<file path="src/rtl/pc_pkg.sv">
// Shared types for program_counter_hs: handshake FSM states and next-PC op encodings.
package pc_pkg;

    // Four-phase output handshake states
    typedef enum logic [1:0] {
        S_IDLE = 2'd0,
        S_REQ  = 2'd1,
        S_RTZ  = 2'd2
    } pc_state_t;

    // Next-PC operation encodings presented on op
    localparam logic [1:0] PC_OP_INC  = 2'b00;
    localparam logic [1:0] PC_OP_LOAD = 2'b01;
    localparam logic [1:0] PC_OP_CALL = 2'b10;
    localparam logic [1:0] PC_OP_RET  = 2'b11;

endpackage

</file>
<file path="src/rtl/program_counter_hs_if.sv">
// Bus between the control unit / fetch stage and program_counter_hs.
// master: the program counter itself; slave: the control/fetch side.
interface program_counter_hs_if #(
    parameter int unsigned WIDTH = 8,
    parameter int unsigned INC_W = 2
);
    logic [1:0]       op;
    logic [INC_W-1:0] inc;
    logic [WIDTH-1:0] ld_addr;
    logic [WIDTH-1:0] data_out;
    logic             out_req;
    logic             ack_in;
    logic             ovf;
    logic             ras_err;

    modport master (
        input  op, inc, ld_addr, ack_in,
        output data_out, out_req, ovf, ras_err
    );

    modport slave (
        output op, inc, ld_addr, ack_in,
        input  data_out, out_req, ovf, ras_err
    );
endinterface

</file>
<file path="src/rtl/pc_ras.sv">
// Return-address stack: circular LIFO. A push into a full stack overwrites the
// oldest entry (the count saturates); a pop of an empty stack is ignored.
module pc_ras #(
    parameter int unsigned Width = 8,
    parameter int unsigned Depth = 4
) (
    input  logic             clk_i,
    input  logic             rst_i,
    input  logic             push_i,
    input  logic             pop_i,
    input  logic [Width-1:0] data_i,
    output logic [Width-1:0] top_o,
    output logic             full_o,
    output logic             empty_o
);
    localparam int unsigned PtrW = (Depth > 1) ? $clog2(Depth) : 1;
    localparam int unsigned CntW = $clog2(Depth + 1);
    localparam logic [PtrW-1:0] LastIdx = PtrW'(Depth - 1);

    logic [Width-1:0] mem_q [Depth];
    logic [PtrW-1:0]  ptr_q, ptr_d, ptr_inc, ptr_dec;
    logic [CntW-1:0]  cnt_q, cnt_d;

    assign ptr_inc = (ptr_q == LastIdx) ? '0 : ptr_q + 1'b1;
    assign ptr_dec = (ptr_q == '0) ? LastIdx : ptr_q - 1'b1;

    assign full_o  = (cnt_q == CntW'(Depth));
    assign empty_o = (cnt_q == '0);
    assign top_o   = mem_q[ptr_q];

    // Pointer tracks the top entry; push has priority over pop
    always_comb begin
        ptr_d = ptr_q;
        cnt_d = cnt_q;
        if (push_i) begin
            ptr_d = ptr_inc;
            if (!full_o) cnt_d = cnt_q + 1'b1;
        end else if (pop_i && !empty_o) begin
            ptr_d = ptr_dec;
            cnt_d = cnt_q - 1'b1;
        end
    end

    // Pointer and occupancy registers
    always_ff @(posedge clk_i) begin
        if (rst_i) begin
            ptr_q <= LastIdx;
            cnt_q <= '0;
        end else begin
            ptr_q <= ptr_d;
            cnt_q <= cnt_d;
        end
    end

    // Entry storage; contents beyond the count are don't-care so no reset
    always_ff @(posedge clk_i) begin
        if (!rst_i && push_i) mem_q[ptr_inc] <= data_i;
    end
endmodule

</file>
<file path="src/rtl/program_counter_hs.sv">
// Clocked program counter with four-phase req/ack output handshake.
// Optional return-address stack enabled by defining PC_RAS_EN.
module program_counter_hs
    import pc_pkg::*;
#(
    parameter int unsigned WIDTH     = 8,
    parameter int unsigned INC_W     = 2,
    parameter int unsigned RESET_VAL = 0,
    parameter int unsigned RAS_DEPTH = 4
) (
    input logic                  clk,
    input logic                  rst,
    program_counter_hs_if.master pc_bus
);
    localparam logic [WIDTH-1:0] ResetPc = WIDTH'(RESET_VAL);

    pc_state_t        state_q, state_d;
    logic [WIDTH-1:0] pc_q, pc_d;
    logic             ovf_q, ovf_d;
    logic             advance;
    logic [WIDTH:0]   inc_sum;

    assign inc_sum = {1'b0, pc_q} + (WIDTH + 1)'(pc_bus.inc);

`ifdef PC_RAS_EN
    logic             err_q, err_d;
    logic             ras_push, ras_pop, ras_full, ras_empty;
    logic [WIDTH-1:0] ras_top;
    logic [WIDTH:0]   ret_sum;

    assign ret_sum = {1'b0, pc_q} + 1'b1;

    pc_ras #(
        .Width (WIDTH),
        .Depth (RAS_DEPTH)
    ) u_ras (
        .clk_i   (clk),
        .rst_i   (rst),
        .push_i  (ras_push),
        .pop_i   (ras_pop),
        .data_i  (ret_sum[WIDTH-1:0]),
        .top_o   (ras_top),
        .full_o  (ras_full),
        .empty_o (ras_empty)
    );

    assign pc_bus.ras_err = err_q;
`else
    // Stack depth is meaningless without the stack
    logic unused_ras_depth;
    assign unused_ras_depth = ^RAS_DEPTH;
    assign pc_bus.ras_err   = 1'b0;
`endif

    // Handshake FSM: advance happens only on the S_REQ edge that sees ack high
    always_comb begin
        state_d = state_q;
        advance = 1'b0;
        unique case (state_q)
            S_IDLE: state_d = S_REQ;
            S_REQ: begin
                if (pc_bus.ack_in) begin
                    state_d = S_RTZ;
                    advance = 1'b1;
                end
            end
            S_RTZ:   if (!pc_bus.ack_in) state_d = S_REQ;
            default: state_d = S_IDLE;
        endcase
    end

    // Next-PC mux and flag updates, applied only on an advance
    always_comb begin
        pc_d  = pc_q;
        ovf_d = ovf_q;
`ifdef PC_RAS_EN
        err_d    = err_q;
        ras_push = 1'b0;
        ras_pop  = 1'b0;
`endif
        if (advance) begin
            unique case (pc_bus.op)
                PC_OP_INC: begin
                    pc_d  = inc_sum[WIDTH-1:0];
                    ovf_d = inc_sum[WIDTH];
                end
                PC_OP_LOAD: begin
                    pc_d  = pc_bus.ld_addr;
                    ovf_d = 1'b0;
                end
`ifdef PC_RAS_EN
                PC_OP_CALL: begin
                    pc_d     = pc_bus.ld_addr;
                    ovf_d    = ret_sum[WIDTH];
                    ras_push = 1'b1;
                    if (ras_full) err_d = 1'b1;
                end
                PC_OP_RET: begin
                    ovf_d = 1'b0;
                    if (ras_empty) begin
                        pc_d  = ResetPc;
                        err_d = 1'b1;
                    end else begin
                        pc_d    = ras_top;
                        ras_pop = 1'b1;
                    end
                end
`else
                PC_OP_CALL: begin
                    pc_d  = pc_bus.ld_addr;
                    ovf_d = 1'b0;
                end
                PC_OP_RET: begin
                    pc_d  = inc_sum[WIDTH-1:0];
                    ovf_d = inc_sum[WIDTH];
                end
`endif
                default: ;
            endcase
        end
    end

    // State, PC and flag registers with synchronous reset
    always_ff @(posedge clk) begin
        if (rst) begin
            state_q <= S_IDLE;
            pc_q    <= ResetPc;
            ovf_q   <= 1'b0;
`ifdef PC_RAS_EN
            err_q   <= 1'b0;
`endif
        end else begin
            state_q <= state_d;
            pc_q    <= pc_d;
            ovf_q   <= ovf_d;
`ifdef PC_RAS_EN
            err_q   <= err_d;
`endif
        end
    end

    assign pc_bus.data_out = pc_q;
    assign pc_bus.out_req  = (state_q == S_REQ);
    assign pc_bus.ovf      = ovf_q;
endmodule

</file>
<file path="src/flat_wrapper.sv">
// flat-port wrapper written by rule: the top's interface ports become plain ports
module program_counter_hs_flat import pc_pkg::*;
#(
    parameter int unsigned WIDTH     = 8,
    parameter int unsigned INC_W     = 2,
    parameter int unsigned RESET_VAL = 0,
    parameter int unsigned RAS_DEPTH = 4
)
  (clk, rst, pc_bus_op, pc_bus_inc, pc_bus_ld_addr, pc_bus_ack_in, pc_bus_data_out, pc_bus_out_req, pc_bus_ovf, pc_bus_ras_err);
  program_counter_hs_if #(.WIDTH(WIDTH), .INC_W(INC_W)) pc_bus_i ();
  input logic clk;
  input logic rst;
  input wire logic [$bits(pc_bus_i.op)-1:0] pc_bus_op;
  input wire logic [$bits(pc_bus_i.inc)-1:0] pc_bus_inc;
  input wire logic [$bits(pc_bus_i.ld_addr)-1:0] pc_bus_ld_addr;
  input wire logic [$bits(pc_bus_i.ack_in)-1:0] pc_bus_ack_in;
  output wire logic [$bits(pc_bus_i.data_out)-1:0] pc_bus_data_out;
  output wire logic [$bits(pc_bus_i.out_req)-1:0] pc_bus_out_req;
  output wire logic [$bits(pc_bus_i.ovf)-1:0] pc_bus_ovf;
  output wire logic [$bits(pc_bus_i.ras_err)-1:0] pc_bus_ras_err;
  assign pc_bus_i.op = pc_bus_op;
  assign pc_bus_i.inc = pc_bus_inc;
  assign pc_bus_i.ld_addr = pc_bus_ld_addr;
  assign pc_bus_i.ack_in = pc_bus_ack_in;
  assign pc_bus_data_out = pc_bus_i.data_out;
  assign pc_bus_out_req = pc_bus_i.out_req;
  assign pc_bus_ovf = pc_bus_i.ovf;
  assign pc_bus_ras_err = pc_bus_i.ras_err;
  program_counter_hs #(.WIDTH(WIDTH), .INC_W(INC_W), .RESET_VAL(RESET_VAL), .RAS_DEPTH(RAS_DEPTH)) u_core (.clk(clk), .rst(rst), .pc_bus(pc_bus_i));
endmodule
</file>
<file path="config.mk">
export PLATFORM = sky130hd
export DESIGN_NAME = program_counter_hs_flat
export DESIGN_NICKNAME = d
export VERILOG_FILES = /design/src/rtl/pc_pkg.sv /design/src/rtl/program_counter_hs_if.sv /design/src/rtl/pc_ras.sv /design/src/rtl/program_counter_hs.sv /design/src/flat_wrapper.sv
export SDC_FILE = /design/constraint.sdc
export NUM_CORES = 1
export LEC_CHECK = 0
export ABC_CLOCK_PERIOD_IN_PS = 2400
export CORE_MARGIN = 5
export CORE_UTILIZATION = 43
export CTS_CLUSTER_SIZE = 24
export DETAILED_ROUTE_END_ITERATION = 7
export GPL_TIMING_DRIVEN = 0
export MAX_ROUTING_LAYER = met4
export PLACE_DENSITY_LB_ADDON = 0.08
export SYNTH_ARGS = -nofsm -noshare
export SYNTH_HDL_FRONTEND = slang
export SYNTH_HIERARCHICAL = 1
export SYNTH_SLANG_ARGS = --single-unit
</file>
<file path="constraint.sdc">
create_clock -name clk -period 2.4 [get_ports clk]
set_input_delay 0.48 -clock clk [delete_from_list [all_inputs] [get_ports clk]]
set_output_delay 0.48 -clock clk [all_outputs]
set_load 0.02 [all_outputs]
</file>
After elaboration in Yosys (flattened, before gate mapping)
Cells that the tools add are included.
- bits of input ports: 15
- register bits after elaboration: 11
- muxes and demuxes: 7
- reduce and logical (&&, ||, !) cells: 5
- eq/ne operators: 7
- add/sub/neg operators: 1
- operators with widths (kind ; number):
    8-bit case mux with 2 select lines ; 1
    8-bit by 2-bit adder with 9-bit output ; 1
    2-bit == test, second input constant ; 3
    2-bit case mux with 3 select lines ; 1
    2-bit by 1-bit == test with 1-bit output, second input constant ; 2
    2-bit zero test ; 2
    2-bit 2-to-1 mux ; 2
    2-bit != test, second input constant ; 2
    2-bit OR reduction ; 2
    1-bit 2-to-1 mux ; 2
    1-bit case mux with 2 select lines ; 1
    2-bit AND reduction ; 1

Depth between registers and ports, before layout
- depth after elaboration: 3
- mapped depth: 7

Worst setup path after synthesis
Ideal clock, no wire load.
- path kind: register -> register
- start: register u_core.pc_q[0], in the netlist u_core/pc_bus.data_out[0]
- end: register u_core.pc_q[4], in the netlist u_core/pc_bus.data_out[4]
- cell stages (with the launch flop): 8
- slack: 562 ps
- data arrival time: 1701 ps
- cell sequence: dfxtp_1 > ha_1 > inv_1 > fa_1 > nand2b_1 > or3_1 > o21ai_0 > a211oi_1
- longest elaborated chain between the ends: 2
- RTL lines (what ; RTL line ; text):
    start, declared ; program_counter_hs.sv:18 ; logic [WIDTH-1:0] pc_q, pc_d;
    start signal, assigned ; program_counter_hs.sv:127 ; pc_q <= ResetPc;
    start signal, assigned ; program_counter_hs.sv:134 ; pc_q <= pc_d;
    8-bit by 2-bit adder with 9-bit output ; program_counter_hs.sv:23 ; assign inc_sum = {1'b0, pc_q} + (WIDTH + 1)'(pc_bus.inc);
    8-bit case mux with 2 select lines ; program_counter_hs.sv:82 ; unique case (pc_bus.op)
No other way between the ends.
A chain may end at the register's enable or synchronous reset.

Worst setup path in the final report
- start: input port pc_bus_inc[0]
- end: register u_core.pc_q[4], in the netlist u_core/pc_bus.data_out[4]
- longest elaborated chain between the ends: 2
- RTL lines (what ; RTL line ; text):
    start, declared ; flat_wrapper.sv:14 ; input wire logic [$bits(pc_bus_i.inc)-1:0] pc_bus_inc;
    8-bit by 2-bit adder with 9-bit output ; program_counter_hs.sv:23 ;
    8-bit case mux with 2 select lines ; program_counter_hs.sv:82 ;
No other way between the ends.

==> metrics <==
dpl ws=-0.003162 ns; largest net degree at the start of global routing=11; Clk network pwr share=0.271; DIE HEIGHT=~50 µm; CP required=2.53 ns; Final nets=130; Antenna Nets Post-Route=0; Reg-to-Reg End=u_core/pc_bus.data_out[4]; crit end category=register; site row count=14; vias in the first global route=approximately 660; register area=~220 µm²; initial antenna violation count=0; internal power=~0.33 mW; delay-heaviest family, CP=adder cells; Area growth syn-to-layout=39.76%; Synth area leaders=dfxtp_1 31%, a21oi_1 4.2%, a211oi_2 3.5%; Clock Latency Late Sink=between 0.2 and 0.3 ns; unrepaired setup endpoints after global routing=no; Worst Setup SP=pc_bus_inc[0]; clock sink count=11; Clock Tree Buf Depth=2; Yosys reg bits=11; First DRT Iteration DRCs=22; post-synthesis sequential area ratio=0.3056; sw power=between 0.1 and 0.15 mW; Post-synth EDFFs=0; Worst Setup EP=u_core/pc_bus.data_out[4]; Vias=between 700 and 800; Synth Flop Type=dfxtp_1; Rel. slew slack=0.6412; RePlAce Congestion=~0.8; Crit Path Max Fanout=3; CP Launch Type=input pin; Post-route DRC=0; period utilization=0.8834; worst-margin pin slew=around 0.54 ns; Peak supply drop=~0.31 mV; Post-Syn Nets=about 100; WP data arrival=roughly 2.3 ns; final setup vio count=0; multi-input combinational cell area=between 400 and 500 µm²; syn_area_per_cell=8.683 µm²; synthesized area=between 700 and 800 µm²; cells after synthesis=83; PortBufs=24; Die Wd=just over 50 µm; most frequent cell after synthesis=dfxtp_1; Tmin final=between 2 and 2.5 ns; Initial Util=0.4675; CTS Hold Buffers Added=0; WS Path Type=input pin to register; area of the die=~0.0026 mm²; HP Class=register to register; drt pass-1 iters=4; WP depth=8; core footprint=0.001541 mm²; Leakage=0.3450 nW; fmax=about 0.47 GHz; Pwr Total=approximately 0.47 mW; Setup Skew=0.005203 ns; GRT Total Usage=0.1477; CP peak stage delay=~0.46 ns; status=complete, no violations; CTS root buf=clkbuf_4; slack of the critical path=0.2799 ns; sequential power share=0.434; htree depth=1; P per Cell Area=466.5 mW/mm²; reg2reg start=u_core/pc_bus.data_out[0]; vias per inst=between 5 and 6; # Post-CTS Setup Buffers=0; share of the synthesized area in the top cell type=0.3056; CTS buffer count=3; WL per Instance=13.50 µm; endpoints failing hold=0; Antenna diodes=0; Post-synth ARST share=0; combinational power share=0.295; area leader, netlist=dfxtp_1; WP buf/inv=2; R2R cell count=7; dpl hpwl=~1300 µm; Max Cap Viol=0; Synth warnings=6; Cell Chain, Critical Path=clkdlybuf4s50_1, ha_1, inv_1, fa_1, nand2b_1, or3_1, o21ai_0, a211oi_1; max-slew violation count=0; internal reg-to-reg setup slack=0.59 ns; Synth cell types=38; slowest CP cell=clkdlybuf4s50_1; Synth top cells by count=11 x dfxtp_1, 6 x a21oi_1, 5 x inv_1, 5 x nand2_1, 5 x o21ai_0; final wirelength=approximately 1700 µm; Ports=26; Layout fillers=between 100 and 150; CTS tree=done; Resized Gates After CTS=0; share of layout cells above drive strength 1=0.1622; first-pass GRT wire length=a little under 3000 µm; Layout Utilization=0.6534; switching share of power=0.3019; clock transition at the registers of the reported paths=approximately 0.080 ns; GRT Residual Overflow=0
## cell type report
cell class                      count  share of cell area
Buffer                              5             0.04099
Clock buffer                        4             0.02609
Inverter                            6             0.02236
Multi-Input combinational cell     61              0.4335
Sequential cell                    11              0.2186
Tap cell                           16             0.01988
Timing Repair Buffer               24              0.2385
## metal layers
layer | track usage | up-vias | routed length, µm
met3 | 0.05814 | 2 | 154
met1 | 0.1845 | 321 | 760
li1 | - | 356 | -
met2 | 0.2128 | 26 | 783
met5 | - | - | 0
met4 | 0.05532 | 0 | 17
## metrics by stage
| step | cell area [µm²] | std cells | hold WS, ns | TNS, ns |
|---|---|---|---|---|
| finish | 1007 | 127 | 0.4634 | 0 |
| global route | 1007 | 127 | 0.5023 | 0 |
| CTS | 1007 | 127 | 0.4680 | 0 |
| detailed placement | 980.9 | 123 | 0.4578 | -0.003162 |
| global placement | 980.9 | 123 | 0.4421 | -0.003663 |
| floorplan | 720.7 | 83 | 0.5303 | 0 |
## cell families after synthesis
family          share of synthesized area
flops                              0.3056
xor+xnor                          0.03646
compound gates                     0.2431
buf+inv                           0.08853
fa+ha+maj                         0.07639
other cells                      0.005203
simple gates                       0.2448
## power groups by stage
stage | logic, mW | clock network (mW) | registers [mW]
2_1_floorplan | 0.0723 | 0 | 0.216
3_3_place_gp | 0.136 | 0 | 0.208
3_5_place_dp | 0.139 | 0 | 0.208
4_1_cts | 0.139 | 0.134 | 0.204
5_1_grt | 0.151 | 0.147 | 0.206
6_report | 0.139 | 0.127 | 0.204
## cell usage in the layout, fill, tap and decap left out, types with 2 or more instances in the layout
cell type	count
and4_4	2
o21ai_0	5
ha_1	2
nand2_1	5
a21oi_1	6
clkdlybuf4s50_1	24
nor4_1	3
a211oi_1	3
nand3_1	3
a311oi_1	2
nor2_2	2
clkbuf_1	2
dfxtp_1	11
clkbuf_4	3
inv_1	5
nand2b_1	2
buf_4	2
nor3_1	2
nor2_1	3
a211oi_2	2
buf_6	2
xnor2_1	2
## state kept, by name, indices dropped and copies added (netlist names)
signal	count
u_core/pc_bus.data_out	8
u_core/pc_bus.ovf	1
u_core/state_q	2
## worst min path at each step
stage	slack (ns)	cells past startpoint	startpoint	to
2_1_floorplan	0.53	2	u_core/pc_bus.ovf	u_core/pc_bus.ovf
3_3_place_gp	0.44	2	u_core/pc_bus.ovf	u_core/pc_bus.ovf
3_5_place_dp	0.46	2	u_core/pc_bus.ovf	u_core/pc_bus.ovf
4_1_cts	0.47	2	u_core/pc_bus.ovf	u_core/pc_bus.ovf
5_1_grt	0.50	2	u_core/pc_bus.ovf	u_core/pc_bus.ovf
6_report	0.46	2	u_core/pc_bus.ovf	u_core/pc_bus.ovf
## worst min-delay path: cells and delay by family, from the launching register on
kind | cells | cell delay, ns
flip-flops | 1 | 0.31
AO/OA/AOI/OAI | 1 | 0.05
AND/OR/NAND/NOR | 1 | 0.05
(Power assumes the default switching activity.)
==> variant (same settings) <==
Build with the macro `PC_RAS_EN` defined.
--- a/src/rtl/program_counter_hs.sv
+++ b/src/rtl/program_counter_hs.sv
@@ -2,2 +2,4 @@
 // Optional return-address stack enabled by defining PC_RAS_EN.
+`define PC_RAS_EN
+
 module program_counter_hs
Check against the original RTL: not equivalent (Yosys sat finds a counterexample within 4 cycles, from zero or initial values and one cycle with rst high).
==> variant against the unedited design <==
- first-iteration DRC count rose to 4.6 times the old value
- sequential cell count rose by 40
- total power rose to 3.5 times the old value
- critical path depth did not move
- register-to-register slack got worse by 0.21 ns
- final area rose to 3.0 times the old value
- clock skew rose by 0.0015 ns
- worst hold slack improved by 0.024 ns
- synthesized area rose to 3.6 times the old value
- worst setup slack got worse by 0.17 ns
- wire length rose to 3.1 times the old value
- combinational power rose by 27%
==> variant: results (changes against the unedited design) <==
[clocking]
cts_buffers = 5  ; +2
cts_htree_levels = 2  ; +1
worstSkewPairLatency_ns = 0.30  ; +0.04 ns

[placed_design]
place_ws_ns = -0.548  ; -0.545 ns
placed_cells = 313  ; +150%
finalWeightedCongestion = 0.775  ; -3.2%
io_buffers = 25  ; +4.2%

[global_routing]
first_global_vias = 1724  ; +160%
globalRouteMet3Util_pct = 3.12  ; -2.7 points
track_usage_pct = 15.3  ; +0.52 points
gr-usage-met2_pct = 24.1  ; +2.8 points
met1_usage_pct = 20.3  ; +1.8 points

[worst_setup_path]
critPathMaxStageDelay_ns = 0.44  ; -0.02 ns
reg2reg_slack_ns = 0.38  ; -0.21 ns
critPathLaunch = pc_bus_op[0]
r2r_end = u_core/u_ras/cnt_q[2]$_SDFFE_PP0P_
crit_fanout = 6  ; +3

[logic_synthesis]
yosys-top-cells-count = edfxtp_1 (32), dfxtp_1 (19), inv_1 (15)
synth_flop_cell = edfxtp_1
synth-seq-area-share_pct = 52.2  ; +22 points
ys_types = 48  ; +26%
synthTopCellsByArea = edfxtp_1 (37%), dfxtp_1 (15%), mux4_2 (7.0%)
netlist_instances = 213  ; +160%
synth_edf_count = 32  ; +32

[timing]
worst_clock_skew_ns = 0.00670  ; +0.00150 ns
tightest_slew_ns = 0.526  ; -0.0123 ns

[min_path]
hp-start = u_core/pc_bus.ras_err$_SDFFE_PP0P_

[pwr]
ir_drop_v = 0.000356  ; +13%

[finish]
final_cells = 321  ; +150%
drive_gt1_share_pct = 14.2  ; -2.0 points

[route]
avgViaCountPerCell = 5.48  ; -1.2%

[status]
status = complete, no violations

==> variant: through the flow <==
stage          area, um2  hold slack, ns
2_1_floorplan       2570           0.509
3_3_place_gp        2910           0.468
3_5_place_dp        2910           0.462
4_1_cts             3030           0.498
5_1_grt             3040           0.522
6_report            3040           0.488
==> variant: power by group <==
group	total, mW	leakage [nW]	switching [mW]	internal (mW)
sequential	0.954	0.435	0.0133	0.940
clock	0.523	0.0467	0.307	0.216
combinational	0.177	0.547	0.0909	0.0860
==> variant: repair_timing <==
item / 4_1_cts / 5_1_grt
setup endpoints to repair: 4 / 3
hold buffers: 0 / 0
resized for setup: 8 / 6
==> variant: worst max path at each step <==
stage | slack (ns) | to | depth (start not counted)
after detailed placement | -0.55 | u_core/u_ras/cnt_q[2]$_SDFFE_PP0P_ | 8
after floorplan | 0.14 | u_core/u_ras/cnt_q[2]$_SDFFE_PP0P_ | 6
after global routing | 0.01 | u_core/u_ras/cnt_q[2]$_SDFFE_PP0P_ | 8
after global placement | -0.53 | u_core/u_ras/cnt_q[2]$_SDFFE_PP0P_ | 8
after CTS | 0.03 | u_core/u_ras/cnt_q[2]$_SDFFE_PP0P_ | 8
final | 0.11 | u_core/u_ras/cnt_q[2]$_SDFFE_PP0P_ | 8
==> variant: cell type report <==
cell class              count  area, um2
plain buffers              12       67.6
clock buffers               5       68.8
flip-flops and latches     51       1340
fillers                   519       2810
multi-input cells         135       1140
repair buffers             25        249
clock inverters             3       27.5
well taps                  75       93.8
inverters                  15       56.3
==> variant: kinds of logic after synthesis <==
| family | Yosys count | synth area share [%] |
|---|---|---|
| compound gates | 49 | 13.8 |
| xor+xnor | 8 | 2.73 |
| fa+ha+maj | 15 | 7.79 |
| buf+inv | 27 | 4.72 |
| flops | 51 | 52.2 |
| mux | 9 | 7.40 |
| simple gates | 54 | 11.3 |
==> variant: worst max-delay path, delay by kind of cell <==
kind / cells / cell delay, ns
AND/OR/NAND/NOR: 2 / 0.61
adder cells (fa/ha/maj): 2 / 0.58
buffers and inverters: 3 / 0.62
AO/OA/AOI/OAI: 1 / 0.22
==> variant: metal layers <==
| metal | wire, um | up-vias | part of all wire (%) |
|---|---|---|---|
| li1 | - | 860 | - |
| met1 | 2370 | 843 | 45 |
| met2 | 2600 | 51 | 49 |
| met3 | 244 | 6 | 4.6 |
| met4 | 53 | 0 | 1.0 |
| met5 | 0 | - | 0 |
